### src/rtl/spi_slave_regs.sv
// SPI mode-0 slave exposing a 16-byte register file.
// All logic runs on BUS_CLK; SPI pins are oversampled.
module spi_slave_regs #(
  parameter logic [7:0] CHIP_ID         = 8'h02,
  parameter int         MIN_HALF_PERIOD = 4
) (
  input  logic         BUS_CLK,
  input  logic         BUS_RST,
  input  logic         SCLK,
  input  logic         SDI,
  input  logic         SEN,
  output logic         SDO,
  output logic         SDO_EN,
  output logic [127:0] REGS,
  output logic         WR_STROBE,
  output logic [3:0]   WR_ADDR,
  output logic [7:0]   TRANS_CNT
);

  if (MIN_HALF_PERIOD < 2) begin : g_hp_chk
    $error("MIN_HALF_PERIOD must be at least 2");
  end

  typedef enum logic [2:0] {
    S_IDLE,
    S_INSTR,
    S_WR_DATA,
    S_RD_DATA,
    S_DONE
  } state_t;

  state_t r_state;
  state_t w_state_nx;

  logic [1:0]       r_sclk_s;
  logic [1:0]       r_sdi_s;
  logic [1:0]       r_sen_s;
  logic             r_sclk_d;
  logic             r_sen_d;
  logic [1:0]       r_boot;
  logic             r_armed;
  logic [4:0]       r_bit_cnt;
  logic [14:0]      r_shift;
  logic             r_wr_ok;
  logic [3:0]       r_addr_lo;
  logic [7:0]       r_rd_byte;
  logic             r_sdo;
  logic             r_wr_strobe;
  logic [3:0]       r_wr_addr;
  logic [7:0]       r_trans_cnt;
  logic [15:1][7:0] r_regs;

  logic             w_sdi;
  logic             w_rise;
  logic             w_fall;
  logic             w_sen_rise;
  logic             w_sen_fall;
  logic [3:0]       w_addr_lo;
  logic             w_addr_hi0;
  logic [7:0]       w_rd_val;
  logic [7:0]       w_wr_data;
  logic [15:0][7:0] w_regs_all;
  logic             w_shift_en;
  logic             w_rd_load;
  logic             w_commit;
  logic             w_done;

  assign w_sdi      = r_sdi_s[1];
  assign w_rise     = r_sclk_s[1] & ~r_sclk_d;
  assign w_fall     = ~r_sclk_s[1] & r_sclk_d;
  assign w_sen_rise = r_sen_s[1] & ~r_sen_d;
  assign w_sen_fall = ~r_sen_s[1] & r_sen_d;
  // Address bits as seen on the 16th rise, SDI being A0.
  assign w_addr_lo  = {r_shift[2:0], w_sdi};
  assign w_addr_hi0 = (r_shift[11:3] == 9'd0);
  assign w_wr_data  = {r_shift[6:0], w_sdi};
  assign w_regs_all = {r_regs, CHIP_ID};
  assign w_rd_val   = w_addr_hi0 ? w_regs_all[w_addr_lo] : 8'h00;

  assign REGS      = w_regs_all;
  assign SDO_EN    = (r_state == S_RD_DATA);
  assign SDO       = r_sdo & SDO_EN;
  assign WR_STROBE = r_wr_strobe;
  assign WR_ADDR   = r_wr_addr;
  assign TRANS_CNT = r_trans_cnt;

  // Synchronize pins, keep delayed copies for edge detection.
  // Arming waits until SEN is seen low after reset.
  always_ff @(posedge BUS_CLK or posedge BUS_RST) begin
    if (BUS_RST) begin
      r_sclk_s <= '0;
      r_sdi_s  <= '0;
      r_sen_s  <= '0;
      r_sclk_d <= 1'b0;
      r_sen_d  <= 1'b0;
      r_boot   <= '0;
      r_armed  <= 1'b0;
    end else begin
      r_sclk_s <= {r_sclk_s[0], SCLK};
      r_sdi_s  <= {r_sdi_s[0], SDI};
      r_sen_s  <= {r_sen_s[0], SEN};
      r_sclk_d <= r_sclk_s[1];
      r_sen_d  <= r_sen_s[1];
      r_boot   <= {r_boot[0], 1'b1};
      if (r_boot[1] && !r_sen_s[1]) r_armed <= 1'b1;
    end
  end

  // State register.
  always_ff @(posedge BUS_CLK or posedge BUS_RST) begin
    if (BUS_RST) r_state <= S_IDLE;
    else         r_state <= w_state_nx;
  end

  // Next-state and per-cycle control strobes.
  always_comb begin
    w_state_nx = r_state;
    w_shift_en = 1'b0;
    w_rd_load  = 1'b0;
    w_commit   = 1'b0;
    w_done     = 1'b0;
    unique case (r_state)
      S_IDLE: begin
        if (w_sen_rise && r_armed) w_state_nx = S_INSTR;
      end
      S_INSTR: begin
        if (w_sen_fall) begin
          w_state_nx = S_IDLE;
        end else if (w_rise) begin
          w_shift_en = 1'b1;
          if (r_bit_cnt == 5'd15) begin
            w_rd_load  = r_shift[14];
            w_state_nx = r_shift[14] ? S_RD_DATA : S_WR_DATA;
          end
        end
      end
      S_WR_DATA, S_RD_DATA: begin
        if (w_rise && r_bit_cnt == 5'd23) begin
          w_commit   = (r_state == S_WR_DATA);
          w_state_nx = S_DONE;
          if (w_sen_fall) begin
            w_state_nx = S_IDLE;
            w_done     = 1'b1;
          end
        end else if (w_sen_fall) begin
          w_state_nx = S_IDLE;
        end else if (w_rise) begin
          w_shift_en = 1'b1;
        end
      end
      S_DONE: begin
        if (w_sen_fall) begin
          w_state_nx = S_IDLE;
          w_done     = 1'b1;
        end
      end
      default: w_state_nx = S_IDLE;
    endcase
  end

  // Frame datapath: shifter, bit counter, read serializer.
  always_ff @(posedge BUS_CLK or posedge BUS_RST) begin
    if (BUS_RST) begin
      r_bit_cnt <= '0;
      r_shift   <= '0;
      r_wr_ok   <= 1'b0;
      r_addr_lo <= '0;
      r_rd_byte <= '0;
      r_sdo     <= 1'b0;
    end else begin
      if (r_state == S_IDLE && w_sen_rise) r_bit_cnt <= '0;
      else if (w_shift_en) r_bit_cnt <= r_bit_cnt + 5'd1;
      if (w_shift_en) r_shift <= {r_shift[13:0], w_sdi};
      if (w_shift_en && r_bit_cnt == 5'd15) begin
        r_wr_ok   <= w_addr_hi0 && (w_addr_lo != 4'd0);
        r_addr_lo <= w_addr_lo;
      end
      if (w_rd_load) begin
        r_rd_byte <= w_rd_val;
        r_sdo     <= 1'b0;
      end else if (r_state == S_RD_DATA && w_fall) begin
        r_sdo     <= r_rd_byte[7];
        r_rd_byte <= {r_rd_byte[6:0], 1'b0};
      end
    end
  end

  // Register file writes, strobe and transaction counter.
  always_ff @(posedge BUS_CLK or posedge BUS_RST) begin
    if (BUS_RST) begin
      r_regs      <= '0;
      r_wr_strobe <= 1'b0;
      r_wr_addr   <= '0;
      r_trans_cnt <= '0;
    end else begin
      r_wr_strobe <= 1'b0;
      if (w_commit && r_wr_ok) begin
        for (int i = 1; i < 16; i++) begin
          if (r_addr_lo == i[3:0]) r_regs[i] <= w_wr_data;
        end
        r_wr_strobe <= 1'b1;
        r_wr_addr   <= r_addr_lo;
      end
      if (w_done) r_trans_cnt <= r_trans_cnt + 8'd1;
    end
  end

endmodule
### config.mk
export PLATFORM = sky130hd
export DESIGN_NAME = spi_slave_regs
export DESIGN_NICKNAME = d
export VERILOG_FILES = /design/src/rtl/spi_slave_regs.sv
export SDC_FILE = /design/constraint.sdc
export NUM_CORES = 1
export LEC_CHECK = 0
export BUFFER_PORTS_ARGS = -buffer_cell sky130_fd_sc_hd__buf_2
export CAP_MARGIN = 20
export CORE_MARGIN = 5
export CORE_UTILIZATION = 53
export CTS_BUF_LIST = sky130_fd_sc_hd__clkbuf_4
export DETAILED_ROUTE_END_ITERATION = 12
export PLACE_DENSITY = 0.81
export SLEW_MARGIN = 25
export SYNTH_ARGS = -nofsm -noshare
export SYNTH_HDL_FRONTEND = slang
export SYNTH_SLANG_ARGS = --single-unit
### constraint.sdc
create_clock -name BUS_CLK -period 5.5 [get_ports BUS_CLK]
set_clock_uncertainty 0.15 [all_clocks]
set_input_delay 0.55 -clock BUS_CLK [delete_from_list [all_inputs] [get_ports BUS_CLK]]
set_output_delay 0.55 -clock BUS_CLK [all_outputs]
set_load 0.05 [all_outputs]
==> out/qor.yml <==
ctsResizeCount: 0
finalHoldViolCount: 0
cts_tree: "built"
criticalPathCategory: "reg2reg"
holdCritStartpoint: "r_sclk_s[0]"
cts_made_buffers: 17
place_hpwl_um: 14150
syn2layout_area_growth_pct: 12.98
multiInputGateArea_um2: 3735
antenna_found_initial: 1
critical_path_required_ns: 5.82
grt_remaining_overflow: 0
die-area_um2: 18760
die_h_um: 137.0
grt_pass1_wl_um: 31570
placed_cell_area_um2: 9315
finalSetupTns_ns: 0
post-synth-top-area-cell: "dfrtp_1"
syn_inst: 572
reg2reg_slack_ns: 2.86
grt_pass1_vias: 5599
drc_errors: 0
crit_path_start_kind: "flop"
finalSetupViolCount: 0
vdd_drop_max_v: 0.0001641
drtPass1Iterations: 5
cts-root-buf: "clkbuf_4"
row_count: 46
fmax_mhz: 379.2
synthTopCellsByArea: "dfrtp_1 (53%), mux2_2 (16%), mux4_2 (5.8%)"
holdPathEnd: "r_sclk_s[1]"
p_comb_share_pct: 17.9
cts_buffer_depth: 2
path_max_fanout: 26
timing.max_cap.violations: 0
synth-edff-count: 0
htreeDepth: 4
p_seq_share_pct: 56.7
status: "completed"
n_fill_cell: 1250
path_clk_slew_ns: 0.14
worst_setup_path_end_kind: "flop"
fp.coreArea_um2: 15830
synthFlopType: "dfrtp_1"
post-route-period-util_pct: 47.95
avgViaCountPerCell: 5.752
drt_wl_total_um: 20170
grt_usage_pct: 22.08
r2r_cells: 6
design_area_um2: 9651
fin_crit_ns: 2.637
timing.rr.end: "r_rd_byte[7]"
wire_per_inst_um: 21.52
hold_buffers: 3
seq_area_frac_synth_pct: 53.02
port_buffers: 139
dr_total_vias: 5390
worst_pin_slew_ns: 0.8365
io_pins: 148
regToRegStartpoint: "r_shift[0]"
synth_cell_types: 70
regArea_um2: 4532
first_iter_violations: 264
p_int_mw: 1.867
grt_max_degree: 182
p_clk_share_pct: 25.4
yosysWarnings: 0
power_density_nw_per_um2: 290.8
drv_slew: 0
fp.dieW_um: 137.0
routabilityCongestion: 0.8541
post-cts-setup-buffers: 0
hold_class: "reg2reg"
final_nets: 716
relSlewSlack_pct: 43.72
drive_above_1_share_pct: 53.19
numClockSinks: 181
synth.top_cell.area_share_pct: 53.02
async_flop_share_pct: 100.0
synth_seq_cells: 181
ant_nets: 0
rsz0062_at_grt: "false"
worstHoldPathCells: 0
clkLatencyLatePin_ns: 0.56
start_util_pct: 53.97
syn_area_per_cell_um2: 14.93
cp.arrival_ns: 2.96
p_sw_share_pct: 33.47
leakage_nw: 5.090
synth_area_um2: 8542
p_sw_mw: 0.9393
cells in the mapped netlist, types with 7 or more instances:
master / number
dfrtp_1: 181
nor2b_1: 10
buf_1: 8
buf_4: 9
mux4_2: 22
a221oi_1: 7
nor2_1: 14
mux2_2: 121
nor2_4: 8
mux2i_1: 11
mux2_4: 32
xnor2_1: 8
buf_2: 7
nand2_1: 8
nand2b_1: 8
inv_1: 8
placed cells by master (no fill, tap or decap), drive strengths merged, types with 6 or more instances in the layout:
| master | synthesis | routed |
|---|---|---|
| clkbuf | 10 | 17 |
| o22ai | 6 | 6 |
| a221oi | 7 | 7 |
| buf | 28 | 145 |
| xnor2 | 8 | 8 |
| nand2b | 8 | 8 |
| nor2 | 29 | 29 |
| mux2i | 11 | 11 |
| nor2b | 10 | 10 |
| clkinv | 0 | 8 |
| mux2 | 154 | 154 |
| conb | 2 | 9 |
| dfrtp | 181 | 181 |
| mux4 | 23 | 23 |
| nand4 | 6 | 6 |
| inv | 8 | 9 |
| o21ai | 7 | 7 |
| nor3 | 6 | 6 |
| nand2 | 8 | 8 |
| nand3 | 7 | 7 |
worst max path at each step:
stage | start | to | cells past startpoint
after floorplan | BUS_RST | REGS[100] | 1
after global placement | r_shift[0] | r_rd_byte[7] | 6
after detailed placement | r_shift[0] | r_rd_byte[7] | 6
after CTS | r_state[1] | SDO | 3
after global routing | r_shift[0] | r_rd_byte[7] | 6
final | r_shift[0] | r_rd_byte[7] | 6
power groups by stage:
stage,Combinational (mW),Sequential (mW),Clock (mW)
after floorplan,0.523,1.47,0
after global placement,0.473,1.60,0
after detailed placement,0.496,1.61,0
after CTS,0.501,1.58,0.734
after global routing,0.546,1.61,0.781
final,0.503,1.59,0.711
layout make-up:
cell class	instances	share of cell area, %
Timing Repair Buffer	149	8.427
Inverter	8	0.3501
Antenna cell	1	0.02593
Sequential cell	181	46.96
Multi-Input combinational cell	351	38.70
Clock buffer	17	1.322
Clock inverter	14	1.413
Tap cell	216	2.800
routing by layer:
| metal | vias to the layer above | GRT usage, % | part of all wire (%) |
|---|---|---|---|
| met5 | - | 0 | 0 |
| met4 | 0 | 6.818 | 1.2 |
| met3 | 22 | 5.368 | 7.0 |
| met2 | 207 | 35.48 | 49 |
| met1 | 2795 | 29.86 | 43 |
| li1 | 2366 | - | - |
flip-flops by register name, summed over array words and instances (netlist names), 2 cells and up:
signal     cells
REGS         120
TRANS_CNT      8
WR_ADDR        4
r_addr_lo      4
r_bit_cnt      5
r_boot         2
r_rd_byte      8
r_sclk_s       2
r_sdi_s        2
r_sen_s        2
r_shift       15
r_state        3
per-stage QoR:
stage	std cells	setup slack, ns	util, %	power [mW]	hold slack, ns
after floorplan	579	2.477	-	1.990	0.1812
after detailed placement	900	2.888	58.85	2.105	0.1926
after CTS	934	2.869	60.71	2.817	0.1292
after global routing	937	2.727	60.97	2.935	0.2299
final	937	2.863	60.97	2.806	0.2207
after global placement	900	2.987	58.85	2.070	0.1821
logic make-up after synthesis:
family,after synthesis,share of synthesized area (%)
AOI/OAI and AO/OA,43,3.794
xor gates and xnor gates,9,0.9229
adders and majority gates,3,0.4395
buffers and inverters,47,3.618
DFF,181,53.02
muxes,188,29.11
other,2,0.08792
and+or+nand+nor,99,9.008
critical path, stage by stage (launching register included):
cell and delay (ns):
dfrtp_1 0.88, buf_4 0.43, mux4_2 0.54, o22ai_1 0.18, o32a_1 0.17, o22a_2 0.15
nor2_1 0.04
Note: power is estimated with default switching activity, not from simulation.
